[src/rtl/pic8259_pkg.sv]
// Shared types and helpers for the 8259-style interrupt controller datapath:
// OCW2 command codes, acknowledge FSM states and level/one-hot conversions.
package pic8259_pkg;

    // OCW2 {R,SL,EOI} command field
    typedef enum logic [2:0] {
        OCW2_AEOI_CLR   = 3'b000,
        OCW2_NS_EOI     = 3'b001,
        OCW2_NOP        = 3'b010,
        OCW2_SP_EOI     = 3'b011,
        OCW2_AEOI_SET   = 3'b100,
        OCW2_ROT_NS_EOI = 3'b101,
        OCW2_SET_PRIO   = 3'b110,
        OCW2_ROT_SP_EOI = 3'b111
    } ocw2_cmd_e;

    typedef enum logic [1:0] {
        ACK_IDLE,
        ACK_FIRST,
        ACK_WAIT2,
        ACK_SECOND
    } ack_state_e;

    function automatic logic [7:0] num2bit(input logic [2:0] num);
        num2bit = 8'h01 << num;
    endfunction

    // Lowest set bit wins; an all-zero input maps to 0.
    function automatic logic [2:0] bit2num(input logic [7:0] onehot);
        bit2num = 3'd0;
        for (int i = 7; i >= 0; i--)
            if (onehot[i]) bit2num = 3'(i);
    endfunction

endpackage

[src/rtl/interrupt_ack_eoi_control_if.sv]
// CPU-side bus view of the acknowledge/EOI block: INTA strobe, OCW2 write,
// ICW configuration and the vector byte driven back onto the data bus.
interface interrupt_ack_eoi_control_if;
    logic       inta_n;
    logic [4:0] icw2_vector_base;
    logic       auto_eoi_config;
    logic       ocw2_write;
    logic [7:0] ocw2_data;
    logic [7:0] vector_data;
    logic       vector_data_oe;
    logic       ack_in_progress;

    modport master (
        output inta_n, icw2_vector_base, auto_eoi_config, ocw2_write, ocw2_data,
        input  vector_data, vector_data_oe, ack_in_progress
    );

    modport slave (
        input  inta_n, icw2_vector_base, auto_eoi_config, ocw2_write, ocw2_data,
        output vector_data, vector_data_oe, ack_in_progress
    );
endinterface

[src/rtl/ocw2_eoi_decoder.sv]
// Combinational OCW2 decode: EOI clear mask, priority rotate load and
// rotate-in-auto-EOI mode set/clear.
module ocw2_eoi_decoder
    import pic8259_pkg::*;
(
    input  logic       ocw2_write,
    input  logic [7:0] ocw2_data,
    input  logic [7:0] highest_level_in_service,
    output logic [7:0] eoi_mask,
    output logic       rotate_load,
    output logic [2:0] rotate_value,
    output logic       aeoi_set,
    output logic       aeoi_clear
);
    ocw2_cmd_e cmd;
    assign cmd = ocw2_cmd_e'(ocw2_data[7:5]);

    always_comb begin
        eoi_mask     = 8'h00;
        rotate_load  = 1'b0;
        rotate_value = ocw2_data[2:0];
        aeoi_set     = 1'b0;
        aeoi_clear   = 1'b0;
        // bits 4:3 non-zero select ICW1/OCW3, not ours
        if (ocw2_write && ocw2_data[4:3] == 2'b00) begin
            case (cmd)
                OCW2_NS_EOI: eoi_mask = highest_level_in_service;
                OCW2_SP_EOI: eoi_mask = num2bit(ocw2_data[2:0]);
                OCW2_ROT_NS_EOI: begin
                    eoi_mask     = highest_level_in_service;
                    rotate_load  = |highest_level_in_service;
                    rotate_value = bit2num(highest_level_in_service);
                end
                OCW2_ROT_SP_EOI: begin
                    eoi_mask    = num2bit(ocw2_data[2:0]);
                    rotate_load = 1'b1;
                end
                OCW2_SET_PRIO: rotate_load = 1'b1;
                OCW2_AEOI_SET: aeoi_set    = 1'b1;
                OCW2_AEOI_CLR: aeoi_clear  = 1'b1;
                default: ;
            endcase
        end
    end
endmodule

[src/rtl/interrupt_ack_eoi_control.sv]
// 8086-mode two-pulse INTA acknowledge sequencer with vector drive, OCW2 EOI /
// rotation handling and auto-EOI; feeds the in-service and priority blocks.
module interrupt_ack_eoi_control
    import pic8259_pkg::*;
#(
    parameter logic [2:0] ROTATE_RESET = 3'b111
) (
    input  logic                         clock,
    input  logic                         reset_n,
    interrupt_ack_eoi_control_if.slave   bus,
    input  logic [7:0]                   highest_level_request,
    input  logic [7:0]                   highest_level_in_service,
    output logic                         latch_in_service,
    output logic [7:0]                   interrupt,
    output logic [7:0]                   clear_interrupt_request,
    output logic [7:0]                   end_of_interrupt,
    output logic [2:0]                   priority_rotate
);
    ack_state_e state, state_nxt;
    logic       inta_prev, inta_fall, inta_rise;
    logic       capture, vec_load, ack_done, auto_eoi;
    logic [7:0] level;
    logic       spurious;
    logic       rotate_in_aeoi;

    logic [7:0] ocw_eoi;
    logic       ocw_rot_load, aeoi_set, aeoi_clear;
    logic [2:0] ocw_rot_value;

    ocw2_eoi_decoder u_ocw2 (
        .ocw2_write               (bus.ocw2_write),
        .ocw2_data                (bus.ocw2_data),
        .highest_level_in_service (highest_level_in_service),
        .eoi_mask                 (ocw_eoi),
        .rotate_load              (ocw_rot_load),
        .rotate_value             (ocw_rot_value),
        .aeoi_set                 (aeoi_set),
        .aeoi_clear               (aeoi_clear)
    );

    assign inta_fall = inta_prev & ~bus.inta_n;
    assign inta_rise = ~inta_prev & bus.inta_n;

    always_ff @(posedge clock or negedge reset_n) begin
        if (!reset_n) state <= ACK_IDLE;
        else          state <= state_nxt;
    end

    // Edges arriving in the wrong phase are dropped by simply not matching here.
    always_comb begin
        state_nxt = state;
        capture   = 1'b0;
        vec_load  = 1'b0;
        ack_done  = 1'b0;
        case (state)
            ACK_IDLE:   if (inta_fall) begin state_nxt = ACK_FIRST;  capture  = 1'b1; end
            ACK_FIRST:  if (inta_rise)       state_nxt = ACK_WAIT2;
            ACK_WAIT2:  if (inta_fall) begin state_nxt = ACK_SECOND; vec_load = 1'b1; end
            ACK_SECOND: if (inta_rise) begin state_nxt = ACK_IDLE;   ack_done = 1'b1; end
            default:                         state_nxt = ACK_IDLE;
        endcase
    end

    assign auto_eoi = ack_done & bus.auto_eoi_config & ~spurious;

    always_ff @(posedge clock or negedge reset_n) begin
        if (!reset_n) begin
            inta_prev               <= 1'b1;
            latch_in_service        <= 1'b0;
            interrupt               <= 8'h00;
            clear_interrupt_request <= 8'h00;
            end_of_interrupt        <= 8'h00;
            priority_rotate         <= ROTATE_RESET;
            rotate_in_aeoi          <= 1'b0;
            level                   <= 8'h00;
            spurious                <= 1'b0;
            bus.vector_data         <= 8'h00;
            bus.vector_data_oe      <= 1'b0;
            bus.ack_in_progress     <= 1'b0;
        end else begin
            inta_prev               <= bus.inta_n;
            latch_in_service        <= 1'b0;
            interrupt               <= 8'h00;
            clear_interrupt_request <= 8'h00;
            if (capture) begin
                if (|highest_level_request) begin
                    level                   <= highest_level_request;
                    spurious                <= 1'b0;
                    latch_in_service        <= 1'b1;
                    interrupt               <= highest_level_request;
                    clear_interrupt_request <= highest_level_request;
                end else begin
                    // nothing pending: answer as IR7 without touching ISR/IRR
                    level    <= 8'h80;
                    spurious <= 1'b1;
                end
            end
            if (vec_load) begin
                bus.vector_data    <= {bus.icw2_vector_base, bit2num(level)};
                bus.vector_data_oe <= 1'b1;
            end
            if (ack_done) begin
                bus.vector_data    <= 8'h00;
                bus.vector_data_oe <= 1'b0;
            end
            bus.ack_in_progress <= (state_nxt != ACK_IDLE);
            end_of_interrupt    <= ocw_eoi | (auto_eoi ? level : 8'h00);
            if (ocw_rot_load)
                priority_rotate <= ocw_rot_value;
            else if (auto_eoi && rotate_in_aeoi)
                priority_rotate <= bit2num(level);
            if (aeoi_set)        rotate_in_aeoi <= 1'b1;
            else if (aeoi_clear) rotate_in_aeoi <= 1'b0;
        end
    end
endmodule
[src/flat_wrapper.sv]
// flat-port wrapper written by rule: the top's interface ports become plain ports
module interrupt_ack_eoi_control_flat import pic8259_pkg::*;
#(
    parameter logic [2:0] ROTATE_RESET = 3'b111
)
  (clock, reset_n, highest_level_request, highest_level_in_service, latch_in_service, interrupt, clear_interrupt_request, end_of_interrupt, priority_rotate, bus_inta_n, bus_icw2_vector_base, bus_auto_eoi_config, bus_ocw2_write, bus_ocw2_data, bus_vector_data, bus_vector_data_oe, bus_ack_in_progress);
  interrupt_ack_eoi_control_if bus_i ();
  input  logic clock;
  input  logic reset_n;
  input  logic [7:0] highest_level_request;
  input  logic [7:0] highest_level_in_service;
  output logic latch_in_service;
  output logic [7:0] interrupt;
  output logic [7:0] clear_interrupt_request;
  output logic [7:0] end_of_interrupt;
  output logic [2:0] priority_rotate;
  input wire logic [$bits(bus_i.inta_n)-1:0] bus_inta_n;
  input wire logic [$bits(bus_i.icw2_vector_base)-1:0] bus_icw2_vector_base;
  input wire logic [$bits(bus_i.auto_eoi_config)-1:0] bus_auto_eoi_config;
  input wire logic [$bits(bus_i.ocw2_write)-1:0] bus_ocw2_write;
  input wire logic [$bits(bus_i.ocw2_data)-1:0] bus_ocw2_data;
  output wire logic [$bits(bus_i.vector_data)-1:0] bus_vector_data;
  output wire logic [$bits(bus_i.vector_data_oe)-1:0] bus_vector_data_oe;
  output wire logic [$bits(bus_i.ack_in_progress)-1:0] bus_ack_in_progress;
  assign bus_i.inta_n = bus_inta_n;
  assign bus_i.icw2_vector_base = bus_icw2_vector_base;
  assign bus_i.auto_eoi_config = bus_auto_eoi_config;
  assign bus_i.ocw2_write = bus_ocw2_write;
  assign bus_i.ocw2_data = bus_ocw2_data;
  assign bus_vector_data = bus_i.vector_data;
  assign bus_vector_data_oe = bus_i.vector_data_oe;
  assign bus_ack_in_progress = bus_i.ack_in_progress;
  interrupt_ack_eoi_control #(.ROTATE_RESET(ROTATE_RESET)) u_core (.clock(clock), .reset_n(reset_n), .bus(bus_i), .highest_level_request(highest_level_request), .highest_level_in_service(highest_level_in_service), .latch_in_service(latch_in_service), .interrupt(interrupt), .clear_interrupt_request(clear_interrupt_request), .end_of_interrupt(end_of_interrupt), .priority_rotate(priority_rotate));
endmodule
[config.mk]
export PLATFORM = sky130hd
export DESIGN_NAME = interrupt_ack_eoi_control_flat
export DESIGN_NICKNAME = d
export VERILOG_FILES = /design/src/rtl/pic8259_pkg.sv /design/src/rtl/interrupt_ack_eoi_control_if.sv /design/src/rtl/ocw2_eoi_decoder.sv /design/src/rtl/interrupt_ack_eoi_control.sv /design/src/flat_wrapper.sv
export SDC_FILE = /design/constraint.sdc
export NUM_CORES = 1
export LEC_CHECK = 0
export ABC_AREA = 1
export CAP_MARGIN = 20
export CORE_AREA = 2 2 69 71
export CTS_CLUSTER_SIZE = 20
export DETAILED_ROUTE_END_ITERATION = 16
export DIE_AREA = 0 0 71 73
export PLACE_DENSITY = 0.83
export SYNTH_ARGS = -nofsm -noshare
export SYNTH_HDL_FRONTEND = slang
export SYNTH_SLANG_ARGS = --single-unit
[constraint.sdc]
create_clock -name clock -period 3.01 [get_ports clock]
set_input_delay 0.602 -clock clock [delete_from_list [all_inputs] [get_ports clock]]
set_output_delay 0.602 -clock clock [all_outputs]
set_load 0.05 [all_outputs]
# After elaboration in Yosys (flattened, before gate mapping)
# Index checks and enable logic that the tools add are counted.
[word_totals]
regBits = 43
inputBits = 34
wordCells = 95
[op_classes]
n_reduce_logical = 14
muxes = 51
n_bitwise = 8
shift = 1
n_eq_ne = 9
[op_table]
columns = ["op", "n"]
rows = [
  ["3-bit two-way mux", 20],
  ["8-bit two-way mux", 7],
  ["1-bit two-way mux", 17],
  ["8-bit one-hot mux with 2 select lines", 1],
  ["8-bit OR reduction", 2],
  ["3-bit == test, second input constant", 4],
  ["2-bit two-way mux", 4],
  ["8-bit bitwise OR", 1],
  ["2-bit one-hot mux with 4 select lines", 1],
  ["2-bit nonzero test", 4],
  ["1-bit by 3-bit << shifter with 8-bit output, first input constant", 1],
  ["2-bit OR reduction", 3],
  ["1-bit AND", 4],
  ["2-bit == test, second input constant", 2],
  ["2-bit logical NOT", 2],
  ["3-bit by 1-bit == test with 1-bit output, second input constant", 1],
  ["3-bit by 2-bit == test with 1-bit output, second input constant", 1],
  ["3-bit logical NOT", 1],
  ["1-bit NOT", 3],
  ["2-bit by 1-bit == test with 1-bit output, second input constant", 1],
  ["1-bit logical AND", 2],
  ["1-bit one-hot mux with 2 select lines", 1],
]

# Longest topological paths before layout
# Gate-level depths: netlist (run 1).
[depth]
ltp_word = 11
mapped_depth = 11

# Hierarchy
# A second synthesis (run 1) with hierarchy kept.
[hier_totals]
cells_unflattened = 260
area_unflattened_um2 = 2103.3
[by_module_without_submodules]
columns = ["module", "instances", "area_per_inst_um2", "cells_per_inst", "seq_area_each_um2"]
rows = [
  ["interrupt_ack_eoi_control", 1, 1751.7, 185, 1081.0],
  ["ocw2_eoi_decoder", 1, 351.6, 75, 0.0],
]

# Worst setup path before layout (run 1)
# OpenSTA, ideal clock, no wires.
[synth_timing]
path_type = "register to output"
startpoint = "reg u_core.interrupt[0]"
endpoint = "out interrupt[0]"
arrival_time_ns = 0.886
required_ns = 2.408
setup_slack_ns = 1.522
stages_incl_launch_ff = 2
cell_sequence = "dfrtp_1 buf_4"
[synth_rtl]
columns = ["item", "line", "source"]
rows = [
  ["start, declared", "interrupt_ack_eoi_control.sv:14", "output logic [7:0] interrupt,"],
  ["start signal, assigned", "interrupt_ack_eoi_control.sv:90", "interrupt <= highest_level_request;"],
  ["end, declared", "flat_wrapper.sv:13", "output logic [7:0] interrupt;"],
]
# No word-level cell between the ends.

# Worst setup path in the final report (run 1)
[layout_timing]
startpoint = "reg u_core.priority_rotate[1]"
endpoint = "out priority_rotate[1]"
[layout_rtl]
columns = ["item", "line", "source"]
rows = [
  ["start, declared", "interrupt_ack_eoi_control.sv:17", "output logic [2:0] priority_rotate"],
  ["start signal, assigned", "interrupt_ack_eoi_control.sv:109", "priority_rotate <= ocw_rot_value;"],
  ["start signal, assigned", "interrupt_ack_eoi_control.sv:111", "priority_rotate <= bit2num(level);"],
  ["end, declared", "flat_wrapper.sv:16", "output logic [2:0] priority_rotate;"],
]
# No word-level cell between the ends.

==> results by group, run 1 <==
Critical path
  • WS Path Type: flip-flop to output pin
  • CP endpoint kind: output pin
  • Setup crit start kind: flip-flop
  • WP data arrival: 1620 ps
  • FF-to-FF Start: u_core.inta_prev
  • WP buf/inv: 1
  • Crit path max-delay family: buffers and inverters
  • Crit-path slowest cell: clkdlybuf4s50_1
  • Critical Path Max Stage Delay: roughly 800 ps
  • Reg-to-Reg End: u_core.bus.vector_data[0]
  • R2r setup slk: 1430 ps
  • Worst Path Required: about 2400 ps
  • Maximum fanout along the worst path: 2
  • Crit-path cells: clkdlybuf4s50_1
  • Worst r2r path cells: 5

Routing
  • DRC: 0
  • Initial DRC Count: just under 80
  • Post-Route WL: 4780 µm
  • Antenna viol nets, final: 0
  • Vias/cell: 4.940
  • Routed wire length per instance: 13.02 µm
  • Via count: ~1800
  • Router iterations before antenna repair: 4

Finish
  • Reg area: roughly 0.0011 mm²
  • Antenna Cells: 0
  • Layout Nets: between 300 and 400
  • Multi-input gate area: roughly 800 µm²
  • Util after Layout: 0.6472
  • P&R area growth vs syn: 39.15%
  • Layout cells sized above 1: 0.1022
  • Fillers: 382

Placed design
  • Post-Place Setup Slack: 865.1 ps
  • # port buffers: 71
  • DP Wirelength: 3620 µm
  • Placer Congestion: 0.8085

GRT
  • Gr ovfl total: 0
  • Largest net degree at the start of global routing: 44
  • Vias in the first global route: roughly 1800
  • Initial antenna violation count: 0
  • Total GRT Usage: 0.1961
  • First-pass GRT wire length: 7941 µm

Synth
  • Ys async rst share: 1.000
  • Primary FF master, synth: dfrtp_1
  • Syn Nets: approximately 280
  • Synth Cell Area: 0.002110 mm²
  • Synth cell count leaders: nand2_1 (55), dfrtp_1 (39), inv_1 (39)
  • Top cells by area, synth: dfrtp_1 (46%), nand2_1 (9.8%), inv_1 (6.9%)
  • Synth unique cells: 29
  • EDFF count, synth: 0
  • Register area share after synthesis: 0.5125
  • Synth Area per Inst: ~8.7 µm²
  • Ys Warns: 0
  • Mapped Cells: 243
  • Count leader, synth: nand2_1
  • Area leader, netlist: dfrtp_1
  • Synth top area share: 0.4626
  • Post-synthesis register bit count: between 40 and 50

Power
  • Cell-internal power: between 0.001 and 0.0015 W
  • Clock share of power: 0.240
  • Leak pwr: between 1 and 1.5 nW
  • PwrDens: 657.1 mW/mm²
  • Flop pwr share: 0.397
  • Net Switching: 0.0007222 W
  • VDD IR max: about 0.53 mV
  • Gate power share: 0.362
  • Switching share of power: 0.3744

Timing
  • Worst Max-Slew Pin Slew: 922.4 ps
  • Worst Skew: 7.449 ps
  • Tmin final: between 2000 and 2500 ps
  • Final setup margin: between 700 and 800 ps
  • Setup_tns: 0 ps
  • Final setup vio count: 0
  • Final period util: 0.7390
  • RSZ-0062 raised after global routing: false
  • Fmax: approximately 0.45 GHz
  • Max Slew Vio Count: 0
  • Final hold violation count: 0
  • Slew HR: 0.3851

CTS
  • Hold_buf cts: 0
  • Resized cells post-CTS: 0
  • Root buffer cell: clkbuf_8
  • Clk_lat worst skew: slightly below 300 ps
  • CTS tree: yes
  • Clock Pin Slew Worst Setup and Hold Paths: around 80 ps
  • Max H-tree Level: 2
  • CTS buffer count: 5
  • Post-CTS setup buffers: 0
  • Max clock buf depth: 2
  • Number of clock sinks: between 40 and 50

Floorplanning
  • Initial Utilization: 0.4651
  • Std-Cell Core Area: between 0.004 and 0.005 mm²
  • Die X: 71 µm
  • Die Area: around 0.0052 mm²
  • Die Y-Extent: 73 µm
  • Row cnt: 25
  • # IOs: between 70 and 80

Min path
  • Min-Delay Path Class: input port to async pin

Flow run
  • MaxCap Viol Count: 0

Status
  • Status: finished clean
area by class of cell:
cell class | instances | share of cell area
sequential | 43 | 0.3683
multi-input combinational | 148 | 0.2707
timing repair buffer | 71 | 0.2404
inverter | 43 | 0.05754
clock buffer | 6 | 0.02813
tap | 54 | 0.02302
clock inverter | 2 | 0.01194
power groups by stage:
| stage | combinational (W) | clock, W | sequential (W) |
|---|---|---|---|
| after floorplan | 0.000232 | 0 | 0.000989 |
| after global placement | 0.000684 | 0 | 0.000772 |
| after detailed placement | 0.000699 | 0 | 0.000776 |
| after CTS | 0.000705 | 0.000468 | 0.000766 |
| after global routing | 0.000750 | 0.000491 | 0.000781 |
| final | 0.000699 | 0.000463 | 0.000766 |
layer usage:
metal	routed length (µm)	track usage
met1	1984	0.2226
met2	2371	0.3520
met3	322	0.04696
met4	102	0.08595
met5	0	0
metrics by stage:
| stage | hold slack [ps] | instance area, µm² | total power [W] | std cells |
|---|---|---|---|---|
| floorplan | 306.4 | 2110 | 0.001221 | 243 |
| global placement | 458.4 | 2818 | 0.001456 | 359 |
| detailed placement | 457.2 | 2818 | 0.001475 | 359 |
| CTS | 471.1 | 2935 | 0.001940 | 367 |
| global route | 482.8 | 2935 | 0.002023 | 367 |
| finish | 440.1 | 2935 | 0.001929 | 367 |
worst max path at each step:
| stage | start | endpoint | slack (ps) | cells after the start |
|---|---|---|---|---|
| finish | u_core.priority_rotate[1] | priority_rotate[1] | 790 | 1 |
| floorplan | u_core.interrupt[0] | interrupt[0] | 1520 | 1 |
| detailed placement | bus_inta_n | u_core.bus.vector_data[0] | 870 | 5 |
| global placement | bus_inta_n | u_core.bus.vector_data[6] | 930 | 5 |
| CTS | u_core.priority_rotate[1] | priority_rotate[1] | 770 | 1 |
| global route | u_core.priority_rotate[2] | priority_rotate[2] | 750 | 1 |
registers in the layout, summed over array words and instances (netlist names):
signal / cells
u_core.bus.ack_in_progress: 1
u_core.bus.vector_data: 8
u_core.bus.vector_data_oe: 1
u_core.end_of_interrupt: 8
u_core.inta_prev: 1
u_core.interrupt: 8
u_core.latch_in_service: 1
u_core.level: 8
u_core.priority_rotate: 3
u_core.rotate_in_aeoi: 1
u_core.spurious: 1
u_core.state: 2
cells by family after synthesis:
kind of cell	count (synthesis)	share of synthesized area
and+or+nand+nor	108	0.2616
buffers and inverters	52	0.1109
DFF	43	0.5125
AOI/OAI and AO/OA	40	0.1151
layout by cell type (no fill, tap or decap):
cell              n
clkbuf_8          6
clkinv_1          1
nor3_1            2
nand2_2           2
clkinv_2          1
inv_1            39
nor3_2            1
clkdlybuf4s50_1  70
o21bai_1          7
nand3b_1          1
a21oi_4           1
inv_2             2
nor4_1            3
nor2_1           14
inv_8             1
o211ai_1          2
nand4_4           1
dfstp_2           4
or2_2             1
dfrtp_1          39
nor2_8            1
o22ai_1           7
nand2_1          55
bufinv_16         1
o21ai_0          21
a21oi_1           2
nand3_1          17
buf_2             1
nor2_2            1
nor2_4            7
nand3_2           1
nand4_1           1
No activity file was read; power rests on OpenSTA's default activity.
==> run 2, diff against run 1 <==
--- a/config.mk
+++ b/config.mk
@@ -7,11 +7,11 @@
 export LEC_CHECK = 0
 export ABC_AREA = 1
 export CAP_MARGIN = 20
-export CORE_AREA = 2 2 69 71
+export CORE_AREA = 2 2 75 77
 export CTS_CLUSTER_SIZE = 20
 export DETAILED_ROUTE_END_ITERATION = 16
-export DIE_AREA = 0 0 71 73
-export PLACE_DENSITY = 0.83
+export DIE_AREA = 0 0 77 79
+export PLACE_DENSITY = 0.75
 export SYNTH_ARGS = -nofsm -noshare
 export SYNTH_HDL_FRONTEND = slang
 export SYNTH_SLANG_ARGS = --single-unit
==> constraint.sdc (replaced) <==
create_clock -name clock -period 2 [get_ports clock]
set_input_delay 0.4 -clock clock [delete_from_list [all_inputs] [get_ports clock]]
set_output_delay 0.4 -clock clock [all_outputs]
set_load 0.05 [all_outputs]
==> run 2 against run 1 <==
Net effect: utilization fell by 8.9 points; cell area is 1.5% higher; sequential share of layout area fell by 0.56 points; via count shrank 3.0%; critical path depth did not move; non-clock buffer count increased by 4; clock skew is 2.8 ps lower; first-iteration DRC count increased by 2.6%; critical path type unchanged; largest cell class unchanged; largest power group unchanged; highest routed layer unchanged.
==> results by group, run 2 (synthesized netlist as in run 1, its figures left out) <==
Routing
  • Via count: between 1500 and 2000
  • Router iterations before antenna repair: 4
  • Top sig layer: met4
  • Vias/cell: approximately 4.5
  • Post-Route WL: ~4600 µm
  • Routed wire length per instance: around 12 µm
  • Initial DRC Count: 80
  • Met3 wire length: 338 µm
  • DRC: 0
  • Met1 wire length: 2099 µm
  • Antenna viol nets, final: 0
  • Met2 wire len: ~2100 µm

Placed design
  • # port buffers: 71
  • DP Area: between 0.002 and 0.003 mm²
  • DP Wirelength: 3564 µm
  • Placer Congestion: 0.8995

CTS
  • Clock Pin Slew Worst Setup and Hold Paths: approximately 80 ps
  • Post-CTS setup buffers: 0
  • Clk_lat worst skew: 290 ps
  • Max H-tree Level: 2
  • CTS buffer count: 5
  • Hold_buf cts: 0
  • CTS tree: yes
  • Max clock buf depth: 2
  • Number of clock sinks: 43
  • Root buffer cell: clkbuf_8
  • Resized cells post-CTS: 0

GRT
  • Vias in the first global route: between 1500 and 2000
  • Initial antenna violation count: 0
  • Total GRT Usage: 0.1620
  • First-pass GRT wire length: 7928 µm
  • Gr ovfl total: 0
  • Largest net degree at the start of global routing: 44

Finish
  • Antenna Cells: 0
  • Most common cell after layout, fill and taps aside: clkdlybuf4s50_1
  • Multi-input gate area: roughly 800 µm²
  • Layout Nets: 350
  • Most frequent cells in the layout: clkdlybuf4s50_1 (67), nand2_1 (55), inv_1 (39), dfrtp_1 (39), o21ai_0 (21)
  • Reg area: approximately 0.0011 mm²
  • Final instance area: roughly 0.003 mm²
  • P&R area growth vs syn: 41.28%
  • Fillers: approximately 500
  • Layout cells sized above 1: 0.1230

Floorplanning
  • Initial Utilization: 0.3952
  • Row cnt: 27
  • Die Area: approximately 0.006 mm²
  • Die Y-Extent: 79 µm
  • Std-Cell Core Area: around 0.0053 mm²
  • Die X: 77 µm
  • # IOs: just over 70

Timing
  • Final period util: 0.9385
  • Tmin final: approximately 1900 ps
  • RSZ-0062 raised after global routing: false
  • Worst Max-Slew Pin Slew: ~530 ps
  • Setup_tns: 0 ps
  • Final setup vio count: 0
  • Worst Skew: about 4.6 ps
  • Min Hold Slack: about 170 ps
  • Slew HR: 0.6471
  • Max Slew Vio Count: 0
  • Final hold violation count: 0
  • Fmax: around 0.53 GHz

Critical path
  • WP data arrival: around 1500 ps
  • R2r setup slk: between 500 and 600 ps
  • Reg-to-Reg End: u_core.level[7]
  • Crit-path slowest cell: clkdlybuf4s50_1
  • Worst r2r path cells: 7
  • FF-to-FF Start: u_core.inta_prev
  • Maximum fanout along the worst path: 2
  • WP buf/inv: 1
  • Setup crit start kind: flip-flop
  • Crit-path cells: clkdlybuf4s50_1
  • Crit path max-delay family: buffers and inverters
  • WS Path Type: flip-flop to output pin
  • Levels on crit path: 1
  • Worst Path Required: approximately 1600 ps
  • Critical Path Max Stage Delay: about 800 ps
  • CP endpoint kind: output pin

Power
  • VDD IR max: 0.4691 mV
  • Tot Pwr: 0.002881 W
  • Leak pwr: between 1 and 1.5 nW
  • PwrDens: around 970 mW/mm²

Min path
  • Min-Delay Path Class: input port to async pin

Flow run
  • MaxCap Viol Count: 0

Status
  • Status: finished clean
==> run 2: metal layers <==
| metal | global-route usage | up-vias |
|---|---|---|
| met5 | 0 | - |
| met4 | 0.05893 | 0 |
| met3 | 0.05114 | 4 |
| met2 | 0.2640 | 51 |
| met1 | 0.2037 | 793 |
| li1 | - | 910 |
==> run 2: final cells by class <==
class / instances / area share
Sequential cell: 43 / 0.3627
Clock inverter: 2 / 0.01175
Timing Repair Buffer: 75 / 0.2443
Inverter: 43 / 0.05668
Tap cell: 72 / 0.03023
Clock buffer: 6 / 0.02771
Multi-Input combinational cell: 148 / 0.2666
==> run 2: power breakdown <==
part	switching (W)	total, W	internal, W
registers	0.0000962	0.00115	0.00105
logic	0.000682	0.00104	0.000354
clock network	0.000290	0.000694	0.000404
total	0.00107	0.00288	0.00181
==> run 2: per-stage QoR <==
| stage | setup WS, ps | utilization | instances |
|---|---|---|---|
| after floorplan | 634.7 | - | 243 |
| final | 122.9 | 0.5584 | 389 |
| after global placement | 203.9 | 0.5363 | 381 |
| after CTS | 91.23 | 0.5584 | 389 |
| after global routing | 50.49 | 0.5584 | 389 |
| after detailed placement | 139.5 | 0.5363 | 381 |
==> run 2: worst max-delay path by stage <==
stage,from,to
6_report,u_core.interrupt[3],clear_interrupt_request[3]
5_1_grt,u_core.interrupt[3],clear_interrupt_request[3]
4_1_cts,u_core.interrupt[3],clear_interrupt_request[3]
3_5_place_dp,bus_inta_n,u_core.level[7]
3_3_place_gp,bus_inta_n,u_core.level[7]
2_1_floorplan,u_core.inta_prev,u_core.level[7]
